===== src/rtl/smart_pkg.sv =====
// Shared definitions for the smart reset sequencer and the memory access controller.
// Latency: n/a (constants and helpers only).
// Backpressure: n/a.
package smart_pkg;

    // Sequencer state encoding
    localparam logic [1:0] ST_IDLE    = 2'd0;
    localparam logic [1:0] ST_WIPE    = 2'd1;
    localparam logic [1:0] ST_HOLD    = 2'd2;
    localparam logic [1:0] ST_RELEASE = 2'd3;

    // Protected region bounds shared with the access controller
    localparam int DEF_LOW_SAFE  = 200;
    localparam int DEF_HIGH_SAFE = 200;

    // Width of the violation counter
    localparam int VIOL_CNT_W = 8;

    // Saturating increment: holds at all-ones
    function automatic logic [VIOL_CNT_W-1:0] sat_inc(input logic [VIOL_CNT_W-1:0] v);
        return (v == {VIOL_CNT_W{1'b1}}) ? v : v + VIOL_CNT_W'(1);
    endfunction

endpackage


===== src/rtl/smart_sat_cnt.sv =====
// Saturating event counter with enable and synchronous clear.
// Latency: count updates on the edge where en is sampled high.
// Backpressure: none; clear has priority over enable, holds at max.
module smart_sat_cnt
    import smart_pkg::*;
(
    input  logic                  mclk,
    input  logic                  clr,
    input  logic                  en,
    output logic [VIOL_CNT_W-1:0] cnt
);

    // Clear wins; otherwise count enabled events and stick at the top value
    always_ff @(posedge mclk) begin
        if (clr) begin
            cnt <= '0;
        end else if (en) begin
            cnt <= sat_inc(cnt);
        end
    end

endmodule


===== src/rtl/smart_rst_seq.sv =====
// Violation-triggered secure reset: wipe the protected region, hold reset, release.
// Latency: outputs assert the cycle after an accepted violation; hold lasts HOLD_CYCLES.
// Backpressure: wipe stalls indefinitely while wipe_gnt is low; requests ignored while busy.
module smart_rst_seq
    import smart_pkg::*;
#(
    parameter int SIZE_MEM_ADDR = 15,
    parameter int LOW_SAFE      = DEF_LOW_SAFE,
    parameter int HIGH_SAFE     = DEF_HIGH_SAFE,
    parameter int HOLD_CYCLES   = 16
) (
    input  logic                   mclk,
    input  logic                   puc_rst,
    input  logic                   viol_req,
    input  logic [15:0]            viol_addr,
    input  logic                   disable_debug,
    input  logic                   wipe_gnt,
    output logic                   wipe_wen,
    output logic [SIZE_MEM_ADDR:0] wipe_addr,
    output logic [15:0]            wipe_din,
    output logic                   sys_rst,
    output logic                   busy,
    output logic [VIOL_CNT_W-1:0]  viol_cnt,
    output logic [15:0]            last_viol_addr
);

    localparam int AW = SIZE_MEM_ADDR + 1;
    localparam int HW = $clog2(HOLD_CYCLES) + 1;

    localparam logic [AW-1:0] ADDR_LO   = AW'(LOW_SAFE);
    localparam logic [AW-1:0] ADDR_HI   = AW'(HIGH_SAFE);
    localparam logic [HW-1:0] HOLD_LOAD = HW'(HOLD_CYCLES - 1);

    logic [1:0]    state;
    logic [HW-1:0] hold_cnt;
    logic          accept;

    // A violation is only taken from IDLE and only while debug gating is off
    assign accept = (state == ST_IDLE) && viol_req && !disable_debug;

    // Sequencer: IDLE -> WIPE (one granted write per word) -> HOLD -> RELEASE -> IDLE
    always_ff @(posedge mclk) begin
        if (puc_rst) begin
            state          <= ST_IDLE;
            wipe_addr      <= ADDR_LO;
            hold_cnt       <= '0;
            last_viol_addr <= '0;
        end else begin
            case (state)
                ST_IDLE: begin
                    if (accept) begin
                        state          <= ST_WIPE;
                        wipe_addr      <= ADDR_LO;
                        last_viol_addr <= viol_addr;
                    end
                end
                ST_WIPE: begin
                    // Without a grant the address simply holds; there is no timeout
                    if (wipe_gnt) begin
                        if (wipe_addr == ADDR_HI) begin
                            state    <= ST_HOLD;
                            hold_cnt <= HOLD_LOAD;
                        end else begin
                            wipe_addr <= wipe_addr + AW'(1);
                        end
                    end
                end
                ST_HOLD: begin
                    if (hold_cnt == '0) begin
                        state <= ST_RELEASE;
                    end else begin
                        hold_cnt <= hold_cnt - HW'(1);
                    end
                end
                ST_RELEASE: begin
                    // One reset-free cycle so a level-held request is re-evaluated in IDLE
                    state <= ST_IDLE;
                end
                default: begin
                    state <= ST_IDLE;
                end
            endcase
        end
    end

    // Accepted violations, cleared by power-up reset
    smart_sat_cnt u_viol_cnt (
        .mclk (mclk),
        .clr  (puc_rst),
        .en   (accept),
        .cnt  (viol_cnt)
    );

    // Outputs decoded straight from the registered state
    assign wipe_wen = (state == ST_WIPE);
    assign sys_rst  = (state == ST_WIPE) || (state == ST_HOLD);
    assign busy     = (state != ST_IDLE);
    assign wipe_din = 16'h0000;

endmodule


===== config.mk =====
export PLATFORM = sky130hd
export DESIGN_NAME = smart_rst_seq
export DESIGN_NICKNAME = d
export VERILOG_FILES = /design/src/rtl/smart_pkg.sv /design/src/rtl/smart_sat_cnt.sv /design/src/rtl/smart_rst_seq.sv
export SDC_FILE = /design/constraint.sdc
export NUM_CORES = 1
export LEC_CHECK = 0
export BUFFER_PORTS_ARGS = -buffer_cell sky130_fd_sc_hd__buf_2
export CAP_MARGIN = 40
export CORE_AREA = 2 2 92 59
export CTS_BUF_LIST = sky130_fd_sc_hd__clkbuf_4
export DETAILED_ROUTE_END_ITERATION = 7
export DIE_AREA = 0 0 94 61
export PLACE_DENSITY_LB_ADDON = 0.1
export SYNTH_ARGS = -nofsm -noshare
export SYNTH_HDL_FRONTEND = slang
export SYNTH_HIERARCHICAL = 1
export SYNTH_SLANG_ARGS = --single-unit

===== constraint.sdc =====
create_clock -name mclk -period 2.5 [get_ports mclk]
set_input_delay 0.25 -clock mclk [delete_from_list [all_inputs] [get_ports mclk]]
set_output_delay 0.25 -clock mclk [all_outputs]
set_load 0.005 [all_outputs]

## Word-level counts from Yosys, hierarchy flattened

Index checks and enable logic that the tools add are counted.

| storage, ports and cells | value |
|---|---|
| input bits | 21 |
| bits in registers | 47 |
| output and inout bits | 59 |
| word-level logic and storage cells | 47 |

| cells by class | value |
|---|---|
| multiplexer cells | 13 |
| reductions and logical operators | 14 |
| add/subtract/negate cells | 3 |
| bitwise logic cells | 1 |
| eq/ne operators | 11 |

Operators with widths:

| cell | count |
|---|---|
| 16-bit 2-to-1 mux | 3 |
| 16-bit case mux with 2 select lines | 1 |
| 16-bit by 1-bit adder with 16-bit output (second input constant) | 1 |
| 16-bit by 8-bit equality test with 1-bit output (second input constant) | 1 |
| 5-bit 2-to-1 mux | 3 |
| 4-bit AND reduction | 3 |
| 2-bit != test (second input constant) | 5 |
| 5-bit case mux with 2 select lines | 1 |
| 8-bit by 1-bit adder with 8-bit output (second input constant) | 1 |
| 8-bit equality test (second input constant) | 1 |
| 2-bit 2-to-1 mux | 4 |
| 2-bit case mux with 4 select lines | 1 |
| 2-bit nonzero test | 3 |
| 5-bit logical NOT | 1 |
| 5-bit by 1-bit subtractor with 5-bit output (second input constant) | 1 |
| 2-bit equality test (second input constant) | 2 |
| 2-bit AND reduction | 2 |
| 2-bit by 1-bit equality test with 1-bit output (second input constant) | 1 |
| 1-bit logical AND | 2 |
| 2-bit logical NOT | 1 |
| 2-bit by 1-bit != test with 1-bit output (second input constant) | 1 |
| 1-bit logical NOT | 1 |
| 1-bit logical OR | 1 |
| 1-bit NOT | 1 |

## Logic depth before layout (Yosys ltp)

Gate-level depths: netlist of the first run.

| logic depth | value |
|---|---|
| depth in word-level cells | 5 |
| depth in mapped cells | 10 |
| gate-level depth less buffers | 8 |

## Hierarchy

The synthesis of the first run kept the hierarchy.

Modules (own cells, without submodules):

| module | cells each | instances | sequential area each (um2) | area each (um2) |
|---|---|---|---|---|
| smart_rst_seq | 246 | 1 | 780.7 | 2,005.7 |
| smart_sat_cnt | 45 | 1 | 160.2 | 440.4 |

## Least setup slack after synthesis of the first run

OpenSTA, ideal clock, no wires.

| path | value |
|---|---|
| path type | register to register |
| from | register state[0] |
| to | register u_viol_cnt.cnt[3] |
| clock period less this slack | 2,304 ps |
| stages on the path, launching flop included | 11 |
| data required time | 2,379 ps |
| path buffers | 2 |
| arrival time | 2,182 ps |
| path slack | 196 ps |
| setup time | 121 ps |
| path through | dfxtp_1 inv_1 ha_1 inv_1 or2_1 clkbuf_1 inv_2 clkbuf_1 nand4_1 a21oi_2 mux2_4 |

| on the way | value |
|---|---|
| longest elaborated chain between the ends | 4 |

RTL lines:

| item | line | RTL |
|---|---|---|
| start: declaration | smart_rst_seq.sv:34 | `logic [1:0] state;` |
| start signal: assignment | smart_rst_seq.sv:44 | `state <= ST_IDLE;` |
| start signal: assignment | smart_rst_seq.sv:52 | `state <= ST_WIPE;` |
| start signal: assignment | smart_rst_seq.sv:61 | `state <= ST_HOLD;` |
| 2-bit logical NOT | smart_rst_seq.sv:39 | `assign accept = (state == ST_IDLE) && viol_req && !disable_debug;` |
| 1-bit logical AND (2 in a row) | smart_rst_seq.sv:39 |  |
| via accept | smart_rst_seq.sv:36 | `logic accept;` |
| 2-bit AND reduction (no line) | - |  |
| end signal: assignment | smart_sat_cnt.sv:18 | `cnt <= sat_inc(cnt);` |
| end: declaration | smart_sat_cnt.sv:10 | `output logic [VIOL_CNT_W-1:0] cnt` |

The timed path passes the listed nets, and every way through them passes these cells.
A chain may end at the register's enable or synchronous reset.

## Final worst setup path of the first run

| path | value |
|---|---|
| from | register wipe_addr[0] |
| to | register wipe_addr[8] |

| on the way | value |
|---|---|
| longest elaborated chain between the ends | 4 |
| elaborated cells on any way between the ends | 7 |
| classes of those cells | add/sub (1); eq/ne (2); mux (3); reduce/logical (1) |

RTL lines:

| item | line | RTL |
|---|---|---|
| start: declaration | smart_rst_seq.sv:19 | `output logic [SIZE_MEM_ADDR:0] wipe_addr,` |
| start signal: assignment | smart_rst_seq.sv:64 | `wipe_addr <= wipe_addr + AW'(1);` |
| 16-bit by 1-bit adder with 16-bit output | smart_rst_seq.sv:64 |  |
| 16-bit 2-to-1 mux | smart_rst_seq.sv:60 | `if (wipe_addr == ADDR_HI) begin` |
| 16-bit 2-to-1 mux | smart_rst_seq.sv:59 | `if (wipe_gnt) begin` |
| 16-bit case mux with 2 select lines | smart_rst_seq.sv:49 | `case (state)` |

Parallel ways exist; a longest one is shown, timed or not. The select of a mux whose other input is x is not followed.

==> qor.yml, run 1 <==
layout:
  antennaDiodeCount: 0
  final_cell_area_um2: 2850
  area_growth_pct: 16.3
  drive_gt1_share_pct: 25.6
  nets: 384
  n_fill_cell: 487
sta:
  period_minus_slack_ns: 2.35
  timing.final.hold_violations: 0
  whs_ns: 0.0950
  finalSetupTns_ns: 0
  relSlewSlack_pct: 61.1
  fin_crit_sh_pct: 93.9
  worst_slew_pin_slew_ns: 0.580
  fin_ws_ns: 0.153
  timing.fmax_ghz: 0.426
  finClkSkew_ns: 0.0117
  slew_viol_final: 0
  setup_violations: 0
  rsz0062_at_grt: "false"
logic_synthesis:
  synth_top_area_cell: "dfxtp_1"
  syn_avg_cell_area_um2: 8.41
  yosysWarnings: 6
  syn_inst: 291
  synthAdderAreaFrac_pct: 4.09
  synth_top_family_by_area: "simple AND/OR/NAND/NOR gates"
  syn_area_um2: 2450
  synth_compound_area_share_pct: 19.7
  synth_area_leaders: "dfxtp_1, nand2_1, a21oi_1"
  synth-edff-count: 0
  muxShareOfSynthArea_pct: 2.51
  yosys.area.top_type_share_pct: 38.5
  yosysUniqueCellTypes: 55
  synth_xor_area_share_pct: 1.43
  synth_seq_cells: 47
  seq_area_frac_synth_pct: 38.5
  synth_flop_cell: "dfxtp_1"
  synthSimpleGateAreaFrac_pct: 24.4
  synthArstFlopShare_pct: 0
place:
  gp_congestion: 0.839
  placed_area_um2: 2760
  io_buffer_count: 63
  hpwlAfterDp_mm: 4.27
  pre_cts_slack_ns: 0.174
clocking:
  cts_num_sinks: 47
  clock-root-buffer: "clkbuf_4"
  numCtsBuffers: 5
  clkLatencyLatePin_ns: 0.37
  clock_path_buffers: 2
  post_cts_resized: 0
  ctsHoldBuffers: 0
  tritoncts: "built"
  clk_pin_slew_worst_paths_ns: 0.15
  cts_max_level: 2
  postCtsSetupBuffers: 0
grt:
  grt_first_pass_wirelength_mm: 9.25
  antenna_found_initial: 0
  grt_pass1_vias: 1884
  grt_util_all_layers_pct: 20.5
  grt.overflow.total: 0
  grt_max_degree: 30
routing:
  drt_first_pass_iters: 4
  dr.first_iter.drc_count: 149
  drc: 0
  drt-total-wl_mm: 5.68
  detail-route-antenna-nets: 0
  routedWlPerCell_um: 13.5
  vias: 2244
  vias_per_cell: 5.32
power:
  leakage_nw: 1.25
  internal_power_mw: 1.32
  pwr_density_cell_nw_per_um2: 721
  combPwrFrac_pct: 33.2
  p_seq_share_pct: 43.6
  p_clk_share_pct: 23.2
  p_sw_mw: 0.730
  ir_worst_vdd_mv: 0.495
  power.total_mw: 2.05
  p_sw_share_pct: 35.6
floorplan:
  ios: 80
  die_area_um2: 5730
  rows: 20
  chipHeight_um: 61
  core_um2: 4880
  dieWidth_um: 94
  initial_core_util_pct: 50.1
hold_path:
  min_path_type: "input port to flop"
outcome:
  status: "finished, final reports clean"
worst_setup_path:
  cp.arrival_ns: 2.62
  crit_type: "flop to flop"
  critPathRequiredTime_ns: 2.77
  cp-start-kind: "flop"
  path_max_fanout: 14
  end_kind: "flop"
job:
  cap_viol_max_count: 0
[area by class of cell]
cell class	count	area (um2)	area share, %
Inverter	11	41.3	1.45
Tap cell	66	82.6	2.90
Clock buffer	5	37.5	1.32
Sequential cell	47	941	33.1
Timing Repair Buffer	69	360	12.7
Clock inverter	3	47.5	1.67
Multi-Input combinational cell	221	1340	46.9
[per-stage QoR]
stage          util [%]  instances
6_report           58.3        422
3_3_place_gp       56.6        414
4_1_cts            58.3        422
5_1_grt            58.3        422
2_1_floorplan         -        306
3_5_place_dp       56.6        414
[layout by cell type, fill, tap and decap left out, drive strengths merged, types with 2 or more instances in the layout]
| cell | synthesis | final |
|---|---|---|
| mux2i | 2 | 2 |
| clkbuf | 8 | 5 |
| a41o | 2 | 2 |
| nor2 | 17 | 17 |
| o21ai | 14 | 14 |
| o21a | 2 | 2 |
| nor2b | 4 | 4 |
| ha | 8 | 8 |
| and4 | 3 | 3 |
| conb | 1 | 16 |
| inv | 11 | 12 |
| nand2b | 4 | 4 |
| nor3 | 4 | 4 |
| mux2 | 3 | 3 |
| o31a | 2 | 2 |
| a311oi | 4 | 4 |
| or3 | 7 | 7 |
| dfxtp | 47 | 47 |
| nand4 | 3 | 3 |
| and3 | 7 | 7 |
| or4 | 2 | 2 |
| a31oi | 5 | 5 |
| buf | 18 | 69 |
| nor4 | 3 | 3 |
| a21oi | 29 | 29 |
| a211oi | 4 | 4 |
| or3b | 2 | 2 |
| nand3 | 12 | 12 |
| xor2 | 4 | 4 |
| nand2 | 42 | 42 |
| nor3b | 2 | 2 |
[registers in the layout, indices dropped and copies added (netlist names)]
name            cells
wipe_addr          16
state               2
u_viol_cnt/cnt      8
hold_cnt            5
last_viol_addr     16
[worst max-delay path, cell delays in order, from the launching register on]
cell and delay [ns]:
dfxtp_1 0.41, inv_1 0.09, ha_1 0.17, or3b_2 0.47, o41a_1 0.49, a21oi_4 0.37, nor4_1 0.09, o21a_1 0.17
[final timing paths]
check        cells past startpoint                 end  slack [ns]              start
max                              7        wipe_addr[8]        0.15       wipe_addr[0]
max reg2reg                      7        wipe_addr[8]        0.15       wipe_addr[0]
min reg2reg                      2   last_viol_addr[0]        0.46  last_viol_addr[0]
min                              3  last_viol_addr[14]         0.1      viol_addr[14]
[cell usage after synthesis, drive strengths merged (2+ instances only)]
cell type / number
dfxtp: 47
nand2: 42
a21oi: 29
buf: 18
nor2: 17
o21ai: 14
nand3: 12
inv: 11
clkbuf: 8
ha: 8
and3: 7
or3: 7
a31oi: 5
a211oi: 4
a311oi: 4
nand2b: 4
nor2b: 4
nor3: 4
xor2: 4
and4: 3
mux2: 3
nand4: 3
nor4: 3
a41o: 2
mux2i: 2
nor3b: 2
o21a: 2
o31a: 2
or3b: 2
or4: 2
[per-layer routing]
metal / vias to the layer above / track usage (%) / wire (um)
met5: - / 0 / 0
met4: 0 / 3.73 / 37
met3: 4 / 5.71 / 349
met2: 76 / 27.8 / 2210
met1: 1026 / 32.1 / 3090
li1: 1138 / - / -
[cell families (layout without fill, tap and decap cells)]
family	count (synthesis)	in the layout
flip-flops	47	47
adder cells (fa/ha/maj)	8	8
multiplexers	5	5
AO/OA/AOI/OAI	71	71
buffers and inverters	38	88
XOR/XNOR	4	4
other	1	16
AND/OR/NAND/NOR	117	117
[power groups by stage]
stage                     registers, mW  clock network [mW]  logic [mW]
after floorplan                   0.902                   0       0.510
after global placement            0.909                   0       0.676
after detailed placement          0.910                   0       0.678
after CTS                         0.893               0.488       0.680
after global routing              0.907               0.519       0.771
final                             0.895               0.476       0.680
No activity file was read; power rests on OpenSTA's default activity.
==> inputs of run 2 (changes only) <==
ABC_AREA = 1   (was not set)
CORE_AREA = 2 2 97 61   (was 2 2 92 59)
DIE_AREA = 0 0 99 63   (was 0 0 94 61)
==> run 2 against run 1 <==
Clock-buffer cell count did not move. Flip-flop and latch count unchanged. Hold slack gained 0.025 ns. Sequential power rose by 4.6%. Register-to-register slack improved by 0.39 ns. Global-route usage rose by 2.1 points. Highest routed layer unchanged.
==> qor.yml, run 2 <==
sta:
  finalSetupTns_ns: 0  # unchanged
  period_minus_slack_ns: 1.95  # -0.395 ns
  fin_ws_ns: 0.548  # +0.395 ns
  setup_violations: 0  # unchanged
  slew_viol_final: 0  # unchanged
  timing.final.hold_violations: 0  # unchanged
  finClkSkew_ns: 0.0116  # -0.000136 ns
  timing.fmax_ghz: 0.512  # +20%
  fin_crit_sh_pct: 78.1  # -16 points
  rsz0062_at_grt: "false"
floorplan:
  chipHeight_um: 63  # +3.3%
  rows: 21  # +5.0%
  dieWidth_um: 99  # +5.3%
  initial_core_util_pct: 52.1  # +1.9 points
  die_area_um2: 6240  # +8.8%
  ios: 80  # unchanged
  core_um2: 5390  # +10%
layout:
  final_cell_area_um2: 3210  # +13%
  n_fill_cell: 543  # +11%
  layout_commonest_cell: "nand2_1"
  drive_gt1_share_pct: 22.3  # -3.2 points
  nets: 516  # +34%
  multi_input_area_um2: 1550  # +16%
  top_regs: "last_viol_addr: 16 flops, wipe_addr: 16 flops, u_viol_cnt/cnt: 8 flops"
  seqCellArea_um2: 941  # unchanged
  final_cell_mix: "nand2_1, nor2_1, buf_2"
  area_growth_pct: 14.4
worst_setup_path:
  critPathRequiredTime_ns: 2.82  # +0.05 ns
  crit_chain: "inv_1 -> ha_1 -> nand3_4 -> clkinv_1 -> nand2_1 -> nand2_4 -> nand2_1 -> nand2_1 -> nor2_1"
  crit_type: "flop to flop"
  critPathBufInv: 2  # +1
  reg2reg_from: "state[0]"
  cpMostUsedCell: "nand2_1"
  max_stage_delay_ns: 0.38  # -0.11 ns
  reg2reg_to: "wipe_addr[15]"
  rrSetupSlack_ns: 0.55  # +0.39 ns
  r2r_cells: 9  # +2
  path_max_fanout: 18  # +4
  crit_start: "state[0]"
  slowest_stage: "dfxtp_1"
  cp-start-kind: "flop"
  crit_family: "simple AND/OR/NAND/NOR gates"
  cp.arrival_ns: 2.27  # -0.35 ns
  end_kind: "flop"
logic_synthesis:
  synth_flop_cell: "dfxtp_1"
  yosysWarnings: 6  # unchanged
  synth_top_area_cell: "dfxtp_1"
  synth_area_leaders: "dfxtp_1, nand2_1, nor2_1"
  synthArstFlopShare_pct: 0  # unchanged
  syn_inst: 424  # +46%
  synth_most_common_cell: "nand2_1"
  syn_avg_cell_area_um2: 6.61  # -21%
  syn_area_um2: 2800  # +15%
  yosys.area.top_type_share_pct: 33.6  # -4.9 points
  synth_seq_cells: 47  # unchanged
  synth-edff-count: 0  # unchanged
  yosysUniqueCellTypes: 31  # -44%
  synth_top_cells_by_count: "nand2_1, nor2_1, dfxtp_1"
  seq_area_frac_synth_pct: 33.6  # -4.9 points
routing:
  dr.first_iter.drc_count: 129  # -13%
  vias_per_cell: 4.82  # -9.3%
  met1Wirelength_mm: 3.40  # +10%
  drt_first_pass_iters: 4  # unchanged
  routedWlPerCell_um: 12.0  # -11%
  routed.top_layer: "met4"
  detail-route-antenna-nets: 0  # unchanged
  dr_wl_met3_um: 560  # +60%
  met2WireLength_mm: 2.70  # +22%
  drt-total-wl_mm: 6.70  # +18%
  vias: 2690  # +20%
  drc: 0  # unchanged
grt:
  grt_pass1_vias: 2442  # +30%
  antenna_found_initial: 0  # unchanged
  grt.overflow.total: 0  # unchanged
  grt_util_all_layers_pct: 22.6  # +2.1 points
  grt_first_pass_wirelength_mm: 11.5  # +24%
  grt_max_degree: 19  # -37%
place:
  hpwlAfterDp_mm: 5.10  # +20%
  placed_area_um2: 3100  # +12%
  io_buffer_count: 63  # unchanged
  gp_congestion: 0.872  # +4.0%
  pre_cts_slack_ns: 0.558  # +0.383 ns
clocking:
  clkLatencyLatePin_ns: 0.36  # about the same
  ctsHoldBuffers: 0  # unchanged
  clock-root-buffer: "clkbuf_4"
  post_cts_resized: 0  # unchanged
  cts_num_sinks: 47  # unchanged
  cts_max_level: 2  # unchanged
  clk_pin_slew_worst_paths_ns: 0.15  # about the same
  postCtsSetupBuffers: 0  # unchanged
  numCtsBuffers: 5  # unchanged
  clock_path_buffers: 2  # unchanged
  tritoncts: "built"
power:
  pwr_density_cell_nw_per_um2: 765  # +6.2%
  ir_worst_vdd_mv: 0.421  # -15%
  leakage_nw: 1.52  # +22%
hold_path:
  whs_path_depth: 3  # unchanged
  min_path_type: "input port to flop"
  hold_path_end: "last_viol_addr[1]"
  hp-start: "viol_addr[1]"
outcome:
  status: "finished, final reports clean"
job:
  cap_viol_max_count: 0  # unchanged
## run 2: cell types whose count changed in the layout (fill, tap and decap cells not counted), moves of 13 or more
cell / previous run / this run
inv_1: 10 / 39
o21ai_0: 7 / 21
nor2_1: 17 / 82
nand3_1: 12 / 25
nand2_1: 42 / 103
## run 2: final cells by class
class                   count  area share (%)
well taps                  69            2.69
diodes                      1          0.0780
clock inverters             3            2.11
repair buffers             67            10.8
flip-flops and latches     47            29.3
inverters                  45            5.42
clock buffers               5            1.17
multi-input cells         321            48.4
## run 2: cell families after synthesis
| logic type | synth area share, % |
|---|---|
| AO/OA/AOI/OAI | 7.59 |
| XOR/XNOR | 0.625 |
| adder cells (fa/ha/maj) | 3.57 |
| buffers and inverters | 13.1 |
| flip-flops | 33.6 |
| other | 0.134 |
| AND/OR/NAND/NOR | 41.5 |
## run 2: worst register-to-register path: cells and delay by family, from the launching register on
family | cells | cell delay, ns
and+or+nand+nor | 6 | 0.80
adders and majority gates | 1 | 0.26
DFF | 1 | 0.38
buffers and inverters | 2 | 0.46
## run 2: stage by stage
stage               power (mW)  instances  hold WS (ns)  util, %
floorplan                 1.68        439         0.413        -
global placement          1.89        549         0.459     57.5
detailed placement        1.91        549         0.468     57.5
CTS                       2.48        557         0.105     59.5
global route              2.67        557         0.135     59.5
finish                    2.45        558         0.120     59.5
## run 2: routing by layer
metal	up-vias	GRT usage [%]
met4	0	4.28
met5	-	0
met3	4	6.38
li1	1423	-
met2	86	32.2
met1	1177	33.9
## run 2: power breakdown
part | leakage (nW) | internal, mW | switching, mW
Sequential | 0.383 | 0.857 | 0.0793
Combinational | 1.09 | 0.342 | 0.610
Clock | 0.0514 | 0.311 | 0.255
## run 2: worst max-delay path by stage
stage | to | slack (ns) | cells after the start
finish | wipe_addr[15] | 0.55 | 9
global placement | u_viol_cnt/cnt[5] | 0.66 | 10
global route | wipe_addr[15] | 0.29 | 9
detailed placement | u_viol_cnt/cnt[5] | 0.56 | 10
CTS | wipe_addr[15] | 0.53 | 9
floorplan | u_viol_cnt/cnt[5] | 0.70 | 12
==> inputs of run 3 (changes only) <==
ABC_AREA = 0   (was 1)
CORE_AREA = 2 2 92 59   (was 2 2 97 61)
DIE_AREA = 0 0 94 61   (was 0 0 99 63)
clock period = 1.9 ns   (was 2.5 ns; I/O delays follow)
==> run 3 against run 2 <==
The run now ends with setup timing left. Global-route usage increased by 0.10 points. First-iteration DRC count decreased by 15%. Hold slack got worse by 0.073 ns. Sequential share of layout area decreased by 0.34 points. Design area increased by 1.8%. Critical path depth decreased by 1. Flip-flop and latch count unchanged. Register-to-register slack got worse by 0.68 ns. Total power increased by 25%. Final cell count decreased by 17%. Combinational power increased by 32%. Clock skew decreased by 0.0018 ns.
==> qor.yml, run 3 (synthesized netlist as in run 1, its figures left out) <==
worst_setup_path:
  r2r_cells: 8  # -1
  end_kind: "flop"
  rrSetupSlack_ns: -0.13  # -0.68 ns
  critPathRequiredTime_ns: 2.18  # -0.64 ns
  reg2reg_from: "wipe_addr[1]"
  cp.arrival_ns: 2.31  # +0.04 ns
  crit_type: "flop to flop"
  cp-start-kind: "flop"
  path_max_fanout: 4  # -14
  reg2reg_to: "wipe_addr[8]"
floorplan:
  rows: 20  # -4.8%
  chipHeight_um: 61  # -3.2%
  dieWidth_um: 94  # -5.1%
  die_area_um2: 5730  # -8.1%
  core_um2: 4880  # -9.4%
  ios: 80  # unchanged
  initial_core_util_pct: 50.1  # -1.9 points
clocking:
  cts_max_level: 2  # unchanged
  clock-root-buffer: "clkbuf_4"
  ctsHoldBuffers: 0  # unchanged
  tritoncts: "built"
  numCtsBuffers: 5  # unchanged
  clock_path_buffers: 2  # unchanged
  clkLatencyLatePin_ns: 0.37  # about the same
  cts_num_sinks: 47  # unchanged
  clk_pin_slew_worst_paths_ns: 0.15  # about the same
routing:
  drt-total-wl_mm: 6.58  # -1.8%
  vias: 2399  # -11%
  routedWlPerCell_um: 14.2  # +19%
  detail-route-antenna-nets: 0  # unchanged
  dr.first_iter.drc_count: 110  # -15%
  drc: 0  # unchanged
  drt_first_pass_iters: 5  # +1
  vias_per_cell: 5.19  # +7.7%
grt:
  use_met2_pct: 30.4  # -1.8 points
  grtUsageMet1_pct: 35.2  # +1.3 points
  grt_max_degree: 27  # +8
  grt_first_pass_wirelength_mm: 9.98  # -13%
  grt_pass1_vias: 2038  # -17%
  antenna_found_initial: 0  # unchanged
  grt_busiest_layer: "met1"
  grt_util_met3_pct: 7.08  # +0.70 points
  grt.overflow.total: 0  # unchanged
  grt_util_all_layers_pct: 22.7  # +0.10 points
layout:
  final_cell_area_um2: 3270  # +1.8%
  antennaDiodeCount: 0  # -1
  final_cell_mix: "buf_2, buf_4, nand2_1, dfxtp_1, a21oi_1"
  layout_commonest_cell: "buf_2"
  area_growth_pct: 33.5
  nets: 424  # -18%
  top_regs: "last_viol_addr: 16 flops, wipe_addr: 16 flops, u_viol_cnt/cnt: 8 flops"
  drive_gt1_share_pct: 39.6  # +17 points
power:
  power.total_mw: 3.07  # +25%
  p_seq_share_pct: 38.5  # +0.4 points
  pwr_density_cell_nw_per_um2: 941  # +23%
  p_sw_mw: 1.10  # +16%
  leakage_nw: 1.47  # -3.5%
  internal_power_mw: 1.97  # +31%
  ir_worst_vdd_mv: 0.898  # +110%
  p_sw_share_pct: 35.7  # -2.8 points
  p_clk_share_pct: 20.7  # -2.4 points
  combPwrFrac_pct: 40.9  # +2.1 points
outcome:
  violations: "setup timing"
  status: "complete, but fails checks"
hold_path:
  whs_path_depth: 3  # unchanged
  hold_path_end: "last_viol_addr[0]"
  min_path_type: "input port to flop"
  hp-start: "viol_addr[0]"
sta:
  finClkSkew_ns: 0.00985  # -0.00176 ns
  slew_viol_final: 0  # unchanged
  timing.fmax_ghz: 0.492  # -4.0%
  setup_violations: 11  # +11
  finalSetupTns_ns: -1.04  # -1.04 ns
  rsz0062_at_grt: "true"
  fin_crit_sh_pct: 107  # +29 points
  timing.final.hold_violations: 0  # unchanged
  fin_ws_ns: -0.134  # -0.682 ns
  whs_ns: 0.0464  # -0.0733 ns
  period_minus_slack_ns: 2.03  # +0.0822 ns
place:
  pre_cts_slack_ns: -0.127  # -0.684 ns
  hpwlAfterDp_mm: 4.93  # -3.3%
  placed_area_um2: 3070  # -1.0%
  gp_congestion: 0.899  # +3.1%
  io_buffer_count: 63  # unchanged
job:
  cap_viol_max_count: 0  # unchanged
## run 3: worst max-delay path, stage by stage, from the launching register on
cell,delay [ns]
dfxtp_2,0.35
inv_2,0.08
ha_4,0.14
or3b_4,0.38
o41a_1,0.46
a21oi_4,0.20
buf_6,0.13
nor4_1,0.05
o21a_1,0.16
## run 3: layer usage
layer	wire (um)	vias to the layer above
met3	690	5
met4	33	0
li1	-	1214
met1	3370	1077
met5	0	-
met2	2480	103
## run 3: worst max-delay path by stage
stage                               to  depth (start not counted)          from  slack [ns]
after detailed placement  wipe_addr[8]                          8  wipe_addr[1]       -0.13
after global placement    wipe_addr[8]                          6  wipe_addr[8]       -0.08
final                     wipe_addr[8]                          8  wipe_addr[1]       -0.13
after CTS                 wipe_addr[8]                          6  wipe_addr[8]       -0.15
after global routing      wipe_addr[8]                          8  wipe_addr[1]       -0.22
after floorplan           wipe_addr[8]                          6  wipe_addr[8]       -0.12
## run 3: area by class of cell
class / count / area, um2
inverters: 11 / 43.8
well taps: 66 / 82.6
repair buffers: 109 / 668
clock inverters: 3 / 47.5
clock buffers: 5 / 37.5
flip-flops and latches: 47 / 947
multi-input cells: 221 / 1440
fillers: 430 / 1610
## run 3: stage by stage
stage	utilization (%)	std cells
detailed placement	62.9	449
floorplan	-	306
CTS	64.7	457
finish	66.9	462
global placement	62.9	449
global route	66.9	462
## run 3: repair_timing
action,in CTS,in global routing
setup endpoints to repair,19,25
buffers inserted,0,5
gates resized for setup,3,22
pin swaps,2,10
## run 3: power by group through the flow
| stage | sequential [mW] | clock (mW) | combinational (mW) |
|---|---|---|---|
| floorplan | 1.19 | 0 | 0.738 |
| global placement | 1.19 | 0 | 1.13 |
| detailed placement | 1.19 | 0 | 1.16 |
| CTS | 1.17 | 0.650 | 1.16 |
| global route | 1.19 | 0.691 | 1.39 |
| finish | 1.18 | 0.635 | 1.26 |
